`src/rtl/mips_pkg.sv`:
```
// Shared types and defaults for the MIPS front-end PC sequencer.
package mips_pkg;
  localparam int PC_W = 32;

  localparam logic [PC_W-1:0] DEF_RESET_PC      = 32'h0000_0000;
  localparam logic [PC_W-1:0] DEF_EXC_VECTOR    = 32'h8000_0180;
  localparam int              DEF_FETCH_TIMEOUT = 16;

  typedef enum logic [1:0] {
    S_RESET,
    S_FETCH,
    S_ISSUE,
    S_HALT
  } pcseq_state_t;
endpackage

```
`src/rtl/pc_sequencer_if.sv`:
```
// Instruction-memory fetch bus: request/address out, ack/read data back.
interface pc_sequencer_if;
  import mips_pkg::*;

  logic            imem_req;
  logic [PC_W-1:0] imem_addr;
  logic            imem_ack;
  logic [31:0]     imem_rdata;

  modport master (output imem_req, output imem_addr, input imem_ack, input imem_rdata);
  modport slave  (input imem_req, input imem_addr, output imem_ack, output imem_rdata);
endinterface

```
`src/rtl/pc_sequencer_npc_calc.sv`:
```
// Next-PC selection: sequential, branch and jump targets with
// jump > branch > sequential priority. All sums wrap mod 2^32.
module npc_calc
  import mips_pkg::*;
(
  input  logic [PC_W-1:0] pc,
  input  logic            branch_taken,
  input  logic [PC_W-1:0] branch_offset,
  input  logic            jump,
  input  logic [25:0]     jump_index,
  output logic [PC_W-1:0] pc_plus4,
  output logic [PC_W-1:0] npc
);
  logic signed [PC_W-1:0] br_disp;
  logic        [PC_W-1:0] br_target;
  logic        [PC_W-1:0] jmp_target;

  // Targets are relative to pc+4 (delay-slot-free view of the MIPS rules).
  always_comb begin
    pc_plus4   = pc + PC_W'(4);
    br_disp    = $signed(branch_offset) <<< 2;
    br_target  = pc_plus4 + $unsigned(br_disp);
    jmp_target = {pc_plus4[31:28], jump_index, 2'b00};
    npc        = pc_plus4;
    if (jump) begin
      npc = jmp_target;
    end else if (branch_taken) begin
      npc = br_target;
    end
  end
endmodule

```
`src/rtl/pc_sequencer.sv`:
```
// PC register and fetch sequencer for the MIPS front end.
// Optional feature macro: PC_EXCEPTION_EN (adds exc_req/epc and the
// exception redirect to EXC_VECTOR, which overrides stall and redirects).
module pc_sequencer
  import mips_pkg::*;
#(
  parameter int              FETCH_TIMEOUT = DEF_FETCH_TIMEOUT,
  parameter logic [PC_W-1:0] RESET_PC      = DEF_RESET_PC
`ifdef PC_EXCEPTION_EN
  ,
  parameter logic [PC_W-1:0] EXC_VECTOR    = DEF_EXC_VECTOR
`endif
) (
  input  logic             clk,
  input  logic             reset,
  pc_sequencer_if.master   imem,
  output logic             instr_valid,
  output logic [31:0]      instr,
  output logic [PC_W-1:0]  pc_out,
  output logic [PC_W-1:0]  pc_plus4,
  input  logic             stall,
  input  logic             branch_taken,
  input  logic [PC_W-1:0]  branch_offset,
  input  logic             jump,
  input  logic [25:0]      jump_index,
  output logic             fetch_err
`ifdef PC_EXCEPTION_EN
  ,
  input  logic             exc_req,
  output logic [PC_W-1:0]  epc
`endif
);
  localparam int CNT_W = $clog2(FETCH_TIMEOUT + 1);
  localparam logic [CNT_W-1:0] CNT_LAST = CNT_W'(FETCH_TIMEOUT - 1);

  pcseq_state_t    state_q, state_d;
  logic [PC_W-1:0] pc_q, pc_d;
  logic [31:0]     instr_q, instr_d;
  logic            valid_q, valid_d;
  logic            req_q, req_d;
  logic            err_q, err_d;
  logic [CNT_W-1:0] cnt_q, cnt_d;
  logic [PC_W-1:0] npc;
`ifdef PC_EXCEPTION_EN
  logic [PC_W-1:0] epc_q, epc_d;
`endif

  npc_calc u_npc (
    .pc            (pc_q),
    .branch_taken  (branch_taken),
    .branch_offset (branch_offset),
    .jump          (jump),
    .jump_index    (jump_index),
    .pc_plus4      (pc_plus4),
    .npc           (npc)
  );

  // Next-state logic; imem_req/instr_valid are set on state entry so they are registered.
  always_comb begin
    state_d = state_q;
    pc_d    = pc_q;
    instr_d = instr_q;
    valid_d = valid_q;
    req_d   = req_q;
    err_d   = err_q;
    cnt_d   = cnt_q;
`ifdef PC_EXCEPTION_EN
    epc_d   = epc_q;
`endif
    case (state_q)
      S_RESET: begin
        state_d = S_FETCH;
        req_d   = 1'b1;
        cnt_d   = '0;
      end
      S_FETCH: begin
        if (imem.imem_ack) begin
          instr_d = imem.imem_rdata;
          valid_d = 1'b1;
          req_d   = 1'b0;
          cnt_d   = '0;
          state_d = S_ISSUE;
        end else if (cnt_q == CNT_LAST) begin
          err_d   = 1'b1;
          req_d   = 1'b0;
          state_d = S_HALT;
        end else begin
          cnt_d = cnt_q + CNT_W'(1);
        end
      end
      S_ISSUE: begin
`ifdef PC_EXCEPTION_EN
        if (exc_req) begin
          epc_d   = pc_q;
          pc_d    = EXC_VECTOR;
          valid_d = 1'b0;
          req_d   = 1'b1;
          state_d = S_FETCH;
        end else
`endif
        if (!stall) begin
          pc_d    = npc;
          valid_d = 1'b0;
          req_d   = 1'b1;
          state_d = S_FETCH;
        end
      end
      S_HALT: begin
        req_d   = 1'b0;
        valid_d = 1'b0;
      end
      default: state_d = S_RESET;
    endcase
  end

  // State registers; reset aborts any in-flight fetch immediately.
  always_ff @(posedge clk) begin
    if (reset) begin
      state_q <= S_RESET;
      pc_q    <= RESET_PC;
      instr_q <= '0;
      valid_q <= 1'b0;
      req_q   <= 1'b0;
      err_q   <= 1'b0;
      cnt_q   <= '0;
`ifdef PC_EXCEPTION_EN
      epc_q   <= '0;
`endif
    end else begin
      state_q <= state_d;
      pc_q    <= pc_d;
      instr_q <= instr_d;
      valid_q <= valid_d;
      req_q   <= req_d;
      err_q   <= err_d;
      cnt_q   <= cnt_d;
`ifdef PC_EXCEPTION_EN
      epc_q   <= epc_d;
`endif
    end
  end

  assign imem.imem_req  = req_q;
  assign imem.imem_addr = pc_q;
  assign instr_valid    = valid_q;
  assign instr          = instr_q;
  assign pc_out         = pc_q;
  assign fetch_err      = err_q;
`ifdef PC_EXCEPTION_EN
  assign epc            = epc_q;
`endif
endmodule
```
`src/flat_wrapper.sv`:
```
// flat-port wrapper written by rule: the top's interface ports become plain ports
module pc_sequencer_flat import mips_pkg::*;
#(
  parameter int              FETCH_TIMEOUT = DEF_FETCH_TIMEOUT,
  parameter logic [PC_W-1:0] RESET_PC      = DEF_RESET_PC

)
  (clk, reset, instr_valid, instr, pc_out, pc_plus4, stall, branch_taken, branch_offset, jump, jump_index, fetch_err, imem_imem_req, imem_imem_addr, imem_imem_ack, imem_imem_rdata);
  pc_sequencer_if imem_i ();
  input  logic clk;
  input  logic reset;
  output logic instr_valid;
  output logic [31:0] instr;
  output logic [PC_W-1:0] pc_out;
  output logic [PC_W-1:0] pc_plus4;
  input  logic stall;
  input  logic branch_taken;
  input  logic [PC_W-1:0] branch_offset;
  input  logic jump;
  input  logic [25:0] jump_index;
  output logic fetch_err;
  output wire logic [$bits(imem_i.imem_req)-1:0] imem_imem_req;
  output wire logic [$bits(imem_i.imem_addr)-1:0] imem_imem_addr;
  input wire logic [$bits(imem_i.imem_ack)-1:0] imem_imem_ack;
  input wire logic [$bits(imem_i.imem_rdata)-1:0] imem_imem_rdata;
  assign imem_imem_req = imem_i.imem_req;
  assign imem_imem_addr = imem_i.imem_addr;
  assign imem_i.imem_ack = imem_imem_ack;
  assign imem_i.imem_rdata = imem_imem_rdata;
  pc_sequencer #(.FETCH_TIMEOUT(FETCH_TIMEOUT), .RESET_PC(RESET_PC)) u_core (.clk(clk), .reset(reset), .imem(imem_i), .instr_valid(instr_valid), .instr(instr), .pc_out(pc_out), .pc_plus4(pc_plus4), .stall(stall), .branch_taken(branch_taken), .branch_offset(branch_offset), .jump(jump), .jump_index(jump_index), .fetch_err(fetch_err));
endmodule
```
`config.mk`:
```
export PLATFORM = sky130hd
export DESIGN_NAME = pc_sequencer_flat
export DESIGN_NICKNAME = d
export VERILOG_FILES = /design/src/rtl/mips_pkg.sv /design/src/rtl/pc_sequencer_if.sv /design/src/rtl/pc_sequencer_npc_calc.sv /design/src/rtl/pc_sequencer.sv /design/src/flat_wrapper.sv
export SDC_FILE = /design/constraint.sdc
export NUM_CORES = 1
export LEC_CHECK = 0
export BUFFER_PORTS_ARGS = -buffer_cell sky130_fd_sc_hd__buf_2
export CAP_MARGIN = 20
export CORE_ASPECT_RATIO = 0.9
export CORE_MARGIN = 1
export CORE_UTILIZATION = 53
export DETAILED_ROUTE_END_ITERATION = 10
export PLACE_DENSITY = 0.94
export SETUP_SLACK_MARGIN = 0.02
export SYNTH_ARGS = -nofsm -noshare
export SYNTH_HDL_FRONTEND = slang
export SYNTH_SLANG_ARGS = --single-unit
```
`constraint.sdc`:
```
create_clock -name clk -period 9.3 [get_ports clk]
set_input_delay 1.395 -clock clk [delete_from_list [all_inputs] [get_ports clk]]
set_output_delay 1.395 -clock clk [all_outputs]
set_load 0.01 [all_outputs]
```
==> results of run 1 <==
[logic make-up after synthesis]
| kind of cell | count (synthesis) |
|---|---|
| AND/OR/NAND/NOR | 255 |
| AO/OA/AOI/OAI | 213 |
| buffers and inverters | 85 |
| flip-flops | 72 |
| XOR/XNOR | 54 |
| adder cells (fa/ha/maj) | 39 |
| multiplexers | 7 |
| other | 1 |
[final timing paths]
check	startpoint	end	cells past startpoint
worst max-delay path	u_core.imem.imem_addr[19]	pc_plus4[25]	6
worst min-delay path	u_core.instr[27]	u_core.instr[27]	2
worst max register to register	u_core.imem.imem_addr[2]	u_core.imem.imem_addr[29]	13
worst min register to register	u_core.instr[27]	u_core.instr[27]	2
[synth_stat cells, types with 13 or more instances]
cell type and n:
buf_4 36, nand4_1 18, o21ai_0 31, ha_1 38, inv_1 13, xor2_1 18, nand2_1 124, clkbuf_1 30
nor2_1 45, nand3_1 24, xnor2_1 36, a21oi_1 88, dfxtp_1 72, a21o_1 17
[stage by stage]
stage / total power [uW] / setup WS, ps / hold slack [ps] / std cells
final: 855.5 / 4971 / 448.9 / 1023
after global routing: 893.5 / 4775 / 470.2 / 1023
after CTS: 858.6 / 5063 / 451.2 / 1021
after detailed placement: 492.3 / 5144 / 443.3 / 1005
after global placement: 488.1 / 5102 / 438.4 / 1005
after floorplan: 438.7 / 5536 / 471.6 / 731
[sequential cells by signal (all words and copies together), names as in the netlist]
name and cells:
u_core.fetch_err 1, u_core.instr_valid 1, u_core.imem.imem_addr 30, u_core.imem.imem_req 1, u_core.cnt_q 5, u_core.state_q 2, u_core.instr 32
[final cells by class]
class | instances | area [um2]
clock inverters | 5 | 81.33
multi-input cells | 574 | 3568
inverters | 13 | 48.80
fillers | 881 | 3148
repair buffers | 222 | 1149
clock buffers | 11 | 232.7
well taps | 126 | 157.7
flip-flops and latches | 72 | 1441
[layer usage]
metal / part of all wire (%) / wire [um]
met1: 41 / 6913
met2: 47 / 7868
met3: 8.4 / 1406
met4: 3.1 / 517
met5: 0 / 0
[power groups by stage]
stage / Clock [uW] / Sequential [uW] / Combinational, uW
final: 364 / 331 / 160
after CTS: 372 / 331 / 155
after global placement: 0 / 337 / 151
after detailed placement: 0 / 338 / 154
after global routing: 386 / 333 / 175
after floorplan: 0 / 340 / 98.5
[critical path, cell delays in order, from the launching register on]
cell and delay, ps:
dfxtp_1 490, nand4_1 340, nor4_1 800, and2_1 280
nand2_1 80, xnor2_1 410, buf_2 220
==> key figures, run 1 <==
Final layout
  – Most frequent cells in the layout: buf_2 (218), nand2_1 (124), a21oi_1 (88)
  – Fin util: 67.97%
  – Nets: 1,027
  – Commonest non-fill, non-tap cell in the layout: buf_2
  – Share of layout cells above drive strength 1: 27.76%
  – Post-route cell area: 6679 um2
  – ANT cells: 0
  – Area delta synth->final: 22.57%

Job
  – Max Cap Viol: 0

Synthesis
  – Mux share of post-synthesis cell area: 1.286%
  – Ys flop type: dfxtp_1
  – Post-synthesis sequential area ratio: 26.45%
  – Mapped Avg Cell Area: 7.505 um2
  – Post-synth EDFFs: 0
  – Simple-Gate Fraction of Synth Area: 21.61%
  – Post-synthesis adder-cell area fraction: 9.093%
  – Leading area contributor after synthesis: dfxtp_1
  – Count of warnings emitted by yosys: 0
  – Synth top area share: 26.45%
  – Syn Std Cell Area: 5449 um2
  – FF+latch count, synth: 72
  – Top cells by area, synth: dfxtp_1 (26%), ha_1 (8.7%), nand2_1 (8.5%)
  – Main combinational cell family by area after synthesis: compound AO/OA/AOI/OAI gates
  – Synth unique cells: 58
  – Synth Area in XOR/XNOR: 8.680%
  – Post-synthesis async set-or-reset flop share: 0%
  – Compound-cell area share of the yosys netlist: 24.41%
  – Cells after Synth: 726

Outcome
  – Status: finished, final reports clean

Floorplan
  – Std-Cell Rows: 34
  – Die height: 98.19 um
  – Die Wd: 108.9 um
  – Starting Density: 55.45%
  – I/O pin count: 227
  – Total die area: 10,690 um2
  – Core area: 9827 um2

Clock tree
  – CTS buffer count: 9
  – Clock slew at reported path FFs: 60 ps
  – Cts hold-fix bufs: 0
  – Skew-Pair Late Insertion Delay: 320 ps
  – # clock sinks: 72
  – Clock root buffer: clkbuf_16
  – Post CTS Setup Buffer Count: 0
  – CTS H-tree lvls: 3
  – Largest buffer count on any clock path: 2
  – Post-CTS resize count: 0
  – TritonCTS clock tree: built

Routing
  – Pre-antenna DRT Iters: 5
  – Routed vias: 6,005
  – Total wire length: 16,710 um
  – Initial DRC Count: 384
  – Wire per inst: 16.33 um
  – ANT nets after route: 0
  – DRC: 0
  – Routed vias/inst: 5.870

GRT
  – Initial antenna violation count: 0
  – Vias in the first global route: 5,411
  – Largest net degree at the start of global routing: 62
  – GR Util All Layers: 30.17%
  – First-pass GRT wire length: 25,630 um
  – GRT Residual Overflow: 0
  – GRT met2 Usage: 50.51%
  – Met1 Use GR: 37.22%
  – Met3 usage: 6.943%
  – Most used routing layer: met2

Power
  – Pwr per Cell Area: 128.1 nW/um2
  – Combinational fraction of design power: 18.7%
  – Lkg Pwr: 0.003285 uW
  – Power Internal: 620.3 uW
  – VDD IR max: 97.19 uV
  – Clock power share: 42.5%
  – P_sw: 235.2 uW
  – Sequential group share of total power: 38.7%
  – Switching Fraction: 27.49%

STA
  – Fmax: 231.0 MHz
  – Crit path time final: 4329 ps
  – Setup TNS: 0 ps
  – Worst Skew: 6.972 ps
  – RSZ-0062 raised after global routing: no
  – Period utilisation layout: 46.55%
  – Worst Max-Slew Pin Slew: 1146 ps
  – Final slew viol count: 0
  – Relative slew slack: 23.31%
  – Fin. Hold Viols: 0
  – Setup violators final: 0

Placement
  – Placed inst area: 6322 um2
  – GPL Wtd Cong: 1.015
  – PortBufs: 218
  – Post-DP HPWL: 12,560 um

Worst setup path
  – CP max FO: 8
  – R2r setup slk: 5040 ps
  – Kind of critical path: register to output pin
  – Critical path required time: 7910 ps
  – Critical path data arrival time: 2930 ps
  – CP Launch Type: register
  – Endpoint type of the worst setup path: output pin

Hold path
  – Hold crit path type: register to register
No activity file was read; power rests on OpenSTA's default activity.
==> run 2: changes to the inputs <==
- CORE_UTILIZATION: 53 -> 49
- PLACE_DENSITY: 0.94 -> 0.88
- clock period: 9.3 -> 4.35 ns (I/O delays scaled with it)
==> key figures, run 2 (same netlist as run 1, synthesis figures left out) <==
Clock tree
  – TritonCTS clock tree: built
  – CTS buffer count: 9
  – Post-CTS resize count: 0
  – Skew-Pair Late Insertion Delay: 320 ps
  – Clock root buffer: clkbuf_16
  – Cts hold-fix bufs: 0
  – # clock sinks: 72
  – Clock slew at reported path FFs: 60 ps
  – CTS H-tree lvls: 3
  – Largest buffer count on any clock path: 2
  – Post CTS Setup Buffer Count: 0

STA
  – Relative slew slack: 23.79%
  – Worst Skew: 10.40 ps
  – Crit path time final: 3841 ps
  – Fmax: 260.3 MHz
  – RSZ-0062 raised after global routing: no
  – Period utilisation layout: 88.31%
  – Final slew viol count: 0
  – Final worst setup slack: 508.5 ps
  – Setup TNS: 0 ps
  – Worst Max-Slew Pin Slew: 1139 ps
  – Setup violators final: 0
  – Worst hold margin: 449.4 ps
  – Fin. Hold Viols: 0

Routing
  – Total wire length: 16,630 um
  – Routed vias: 5,977
  – Wire per inst: 16.01 um
  – Routed vias/inst: 5.753
  – ANT nets after route: 0
  – Initial DRC Count: 499
  – DRC: 0
  – Pre-antenna DRT Iters: 5

Floorplan
  – Die Wd: 113.2 um
  – Core area: 10,810 um2
  – Total die area: 11,550 um2
  – Starting Density: 50.41%
  – Std-Cell Rows: 36
  – I/O pin count: 227
  – Die height: 102.0 um

Placement
  – GPL Wtd Cong: 1.043
  – Placed inst area: 6406 um2
  – Post-DP HPWL: 12,580 um
  – Dpl ws: 593.0 ps
  – PortBufs: 218

Final layout
  – Share of layout cells above drive strength 1: 28.70%
  – Nets: 1,036
  – Fin util: 62.09%
  – ANT cells: 0
  – Post-route cell area: 6713 um2
  – Commonest non-fill, non-tap cell in the layout: buf_2
  – Area delta synth->final: 23.19%
  – Fill count: 991
  – Most frequent cells in the layout: buf_2 (218), nand2_1 (124), a21oi_1 (88)
  – Largest register FFs: 32

Power
  – VDD IR max: 194.9 uV
  – Lkg Pwr: 0.003314 uW
  – Pwr per Cell Area: 259.0 nW/um2

GRT
  – GR Util All Layers: 27.35%
  – GRT Residual Overflow: 0
  – Initial antenna violation count: 0
  – Vias in the first global route: 5,081
  – First-pass GRT wire length: 25,320 um
  – Largest net degree at the start of global routing: 37

Worst setup path
  – Kind of critical path: register to register
  – Critical path required time: 4560 ps
  – Cell Chain, Critical Path: ha_1 > nand4_1 > or3_4 > nor4_4 > nand3_1 > xnor2_1 > ha_1 > a21oi_1 > o21ai_0 > a211o_1 > a21oi_1 > o31ai_1 > mux2i_1 > nand2_1
  – R2r endpoint: u_core.imem.imem_addr[31]
  – CP max-delay cell: or3_4
  – CP max FO: 10
  – Endpoint type of the worst setup path: register
  – Worst r2r src: u_core.imem.imem_addr[2]
  – CP Launch Type: register
  – Critical path data arrival time: 4050 ps
  – R2r setup slk: 510 ps
  – Max stage delay on crit path: 470 ps
  – Top delay family on crit path: simple AND/OR/NAND/NOR gates
  – Worst Reg2Reg Path Length in Cells: 14
  – Critical path buffers and inverters: 0

Hold path
  – Hold Crit Start: u_core.instr[13]
  – WHS Path Cells: 2
  – Endpoint, Worst Hold: u_core.instr[13]
  – Hold crit path type: register to register

Job
  – Max Cap Viol: 0

Outcome
  – Status: finished, final reports clean
==> run 2: cell count changes in the layout (fill, tap and decap cells not counted) <==
cell,before,now
clkinv_4,1,4
buf_16,1,0
inv_6,0,1
clkbuf_1,2,0
buf_8,1,0
bufinv_16,2,0
clkbuf_16,9,10
buf_4,2,12
==> run 2: worst max path at each step <==
stage | end | slack, ps | depth (start not counted) | startpoint
global route | u_core.imem.imem_addr[31] | 200 | 14 | u_core.imem.imem_addr[3]
global placement | u_core.imem.imem_addr[29] | 630 | 13 | u_core.imem.imem_addr[2]
finish | u_core.imem.imem_addr[31] | 510 | 14 | u_core.imem.imem_addr[2]
CTS | u_core.imem.imem_addr[29] | 540 | 13 | u_core.imem.imem_addr[2]
floorplan | u_core.imem.imem_addr[29] | 590 | 14 | u_core.imem.imem_addr[2]
detailed placement | u_core.imem.imem_addr[29] | 590 | 13 | u_core.imem.imem_addr[2]
==> run 2: tightest hold or removal path: cells and delay by family, from the launching register on <==
kind | cells | cell delay, ps
DFF | 1 | 300
and+or+nand+nor | 1 | 50
AOI/OAI and AO/OA | 1 | 50
==> run 2: layout make-up <==
class / instances / area (um2) / area share [%]
flip-flops and latches: 72 / 1441 / 21.47
clock inverters: 7 / 56.30 / 0.8388
multi-input cells: 574 / 3568 / 53.16
repair buffers: 231 / 1206 / 17.97
inverters: 13 / 48.80 / 0.7269
clock buffers: 9 / 225.2 / 3.355
well taps: 133 / 166.4 / 2.479
==> run 2: through the flow <==
stage | cells | total power, uW
final | 1039 | 1739
after global routing | 1039 | 1820
after CTS | 1038 | 1745
after detailed placement | 1022 | 1055
after global placement | 1022 | 1047
after floorplan | 731 | 937.8
==> run 2: metal layers <==
layer / global-route usage [%] / share of wire (%)
met1: 36.44 / 43
met4: 8.401 / 1.5
met5: 0 / 0
met3: 4.270 / 8.0
met2: 45.82 / 47
==> run 2: where the power goes <==
part           switching [uW]  leakage, uW  internal, uW
logic                     204      0.00259           140
registers                22.6     0.000585           684
clock network             297     0.000136           391
==> run 3: changes to the inputs <==
- clock period: 4.35 -> 4.15 ns (I/O delays scaled with it)
==> key figures, run 3 (same netlist as run 1, synthesis figures left out) <==
Outcome
  – Status: finished, final reports clean

Power
  – P_sw: 562.0 uW
  – Power Internal: 1275 uW
  – Lkg Pwr: 0.003324 uW
  – Sequential group share of total power: 40.4%
  – Switching Fraction: 30.59%
  – VDD IR max: 228.0 uV
  – Clock power share: 40.0%
  – Combinational fraction of design power: 19.6%
  – Pwr per Cell Area: 273.1 nW/um2

Worst setup path
  – CP Launch Type: register
  – CP max-delay cell: dfxtp_1
  – Critical path buffers and inverters: 1
  – Cell Chain, Critical Path: nand3_1 > nor4_2 > buf_4 > nand2_1 > xnor2_1 > ha_1 > nand4_1 > o221a_2 > a21oi_1 > a21oi_1 > o31ai_1 > mux2i_1 > nand2_1
  – Critical path required time: 4370 ps
  – Kind of critical path: register to register
  – Max stage delay on crit path: 480 ps
  – Top delay family on crit path: compound AO/OA/AOI/OAI gates
  – CP max FO: 8
  – Endpoint type of the worst setup path: register
  – Critical path data arrival time: 4000 ps

Routing
  – Wire per inst: 15.98 um
  – DRC: 0
  – Pre-antenna DRT Iters: 5
  – Routed vias: 5,940
  – Routed vias/inst: 5.712
  – Initial DRC Count: 524
  – Total wire length: 16,620 um
  – ANT nets after route: 0

Final layout
  – Non-Filler Instances: 1,040
  – Area delta synth->final: 23.47%
  – Fin util: 62.23%
  – Nets: 1,037
  – Post-route cell area: 6728 um2
  – Most frequent cells in the layout: buf_2 (218), nand2_1 (124), a21oi_1 (88)
  – ANT cells: 0
  – Commonest non-fill, non-tap cell in the layout: buf_2
  – Share of layout cells above drive strength 1: 28.78%
  – Largest register FFs: 32

STA
  – Setup TNS: 0 ps
  – Setup violators final: 0
  – Final slew viol count: 0
  – Crit path time final: 3786 ps
  – Worst hold margin: 451.4 ps
  – Relative slew slack: 24.71%
  – Worst Skew: 8.563 ps
  – Fmax: 264.1 MHz
  – Period utilisation layout: 91.22%
  – Worst Max-Slew Pin Slew: 1125 ps
  – Fin. Hold Viols: 0
  – RSZ-0062 raised after global routing: no

Floorplan
  – Std-Cell Rows: 36
  – Die height: 102.0 um
  – Core area: 10,810 um2
  – Total die area: 11,550 um2
  – Die Wd: 113.2 um
  – Starting Density: 50.41%
  – I/O pin count: 227

Clock tree
  – Clock slew at reported path FFs: 60 ps
  – Skew-Pair Late Insertion Delay: 330 ps
  – Clock root buffer: clkbuf_16
  – # clock sinks: 72
  – Largest buffer count on any clock path: 2
  – CTS H-tree lvls: 3
  – CTS buffer count: 9
  – Post-CTS resize count: 0
  – Post CTS Setup Buffer Count: 0
  – TritonCTS clock tree: built
  – Cts hold-fix bufs: 0

GRT
  – Largest net degree at the start of global routing: 49
  – Initial antenna violation count: 0
  – Vias in the first global route: 5,026
  – GR Util All Layers: 27.05%
  – Most used routing layer: met2
  – GRT met2 Usage: 45.92%
  – Met3 usage: 3.737%
  – Met1 Use GR: 35.65%
  – First-pass GRT wire length: 24,860 um
  – GRT Residual Overflow: 0

Placement
  – PortBufs: 218
  – Placed inst area: 6421 um2
  – GPL Wtd Cong: 0.9991
  – Post-Place Cells: 1,023
  – Post-DP HPWL: 12,560 um

Hold path
  – Hold crit path type: register to register

Job
  – Max Cap Viol: 0
-- run 3: changes by cell type in the layout (fill, tap and decap cells not counted), sizes merged --
cell | before | now
buf | 230 | 231
-- run 3: worst reg2reg max path, delay by kind of cell, from the launching register on --
kind | cells | cell delay, ps
buf+inv | 1 | 200
simple gates | 5 | 760
flops | 1 | 480
xor+xnor | 1 | 440
mux | 1 | 240
fa+ha+maj | 1 | 260
compound gates | 4 | 1310
-- run 3: stage by stage --
| stage | setup slack [ps] | power [uW] |
|---|---|---|
| 2_1_floorplan | 385.6 | 983.0 |
| 3_3_place_gp | 536.2 | 1098 |
| 6_report | 364.3 | 1837 |
| 3_5_place_dp | 527.6 | 1107 |
| 4_1_cts | 495.8 | 1834 |
| 5_1_grt | 205.5 | 1921 |
-- run 3: path summary, 6_finish.rpt --
| kind | startpoint | endpoint | slack [ps] | cells after the start |
|---|---|---|---|---|
| setup / recovery | u_core.imem.imem_addr[4] | u_core.imem.imem_addr[31] | 360 | 13 |
| hold / removal | u_core.instr[19] | u_core.instr[19] | 450 | 2 |
| setup reg to reg | u_core.imem.imem_addr[4] | u_core.imem.imem_addr[31] | 360 | 13 |
| hold reg to reg | u_core.instr[19] | u_core.instr[19] | 450 | 2 |
-- run 3: cell type report --
type                            instances  area, um2
Clock inverter                          7      56.30
Inverter                               13      48.80
Multi-Input combinational cell        574       3568
Fill cell                            1015       4083
Sequential cell                        72       1441
Clock buffer                            9      225.2
Timing Repair Buffer                  232       1221
Tap cell                              133      166.4
-- run 3: power by group through the flow --
| stage | registers, uW | logic (uW) | clock network (uW) |
|---|---|---|---|
| after floorplan | 762 | 221 | 0 |
| after global placement | 754 | 344 | 0 |
| after detailed placement | 756 | 350 | 0 |
| after CTS | 741 | 352 | 741 |
| after global routing | 745 | 396 | 780 |
| final | 741 | 360 | 736 |
-- run 3: layer usage --
layer	routed length (um)	share of wire (%)	vias up
met3	1176	7.1	32
met5	0	0	-
li1	-	-	2907
met2	7729	47	286
met1	7382	44	2715
met4	331	2.0	0
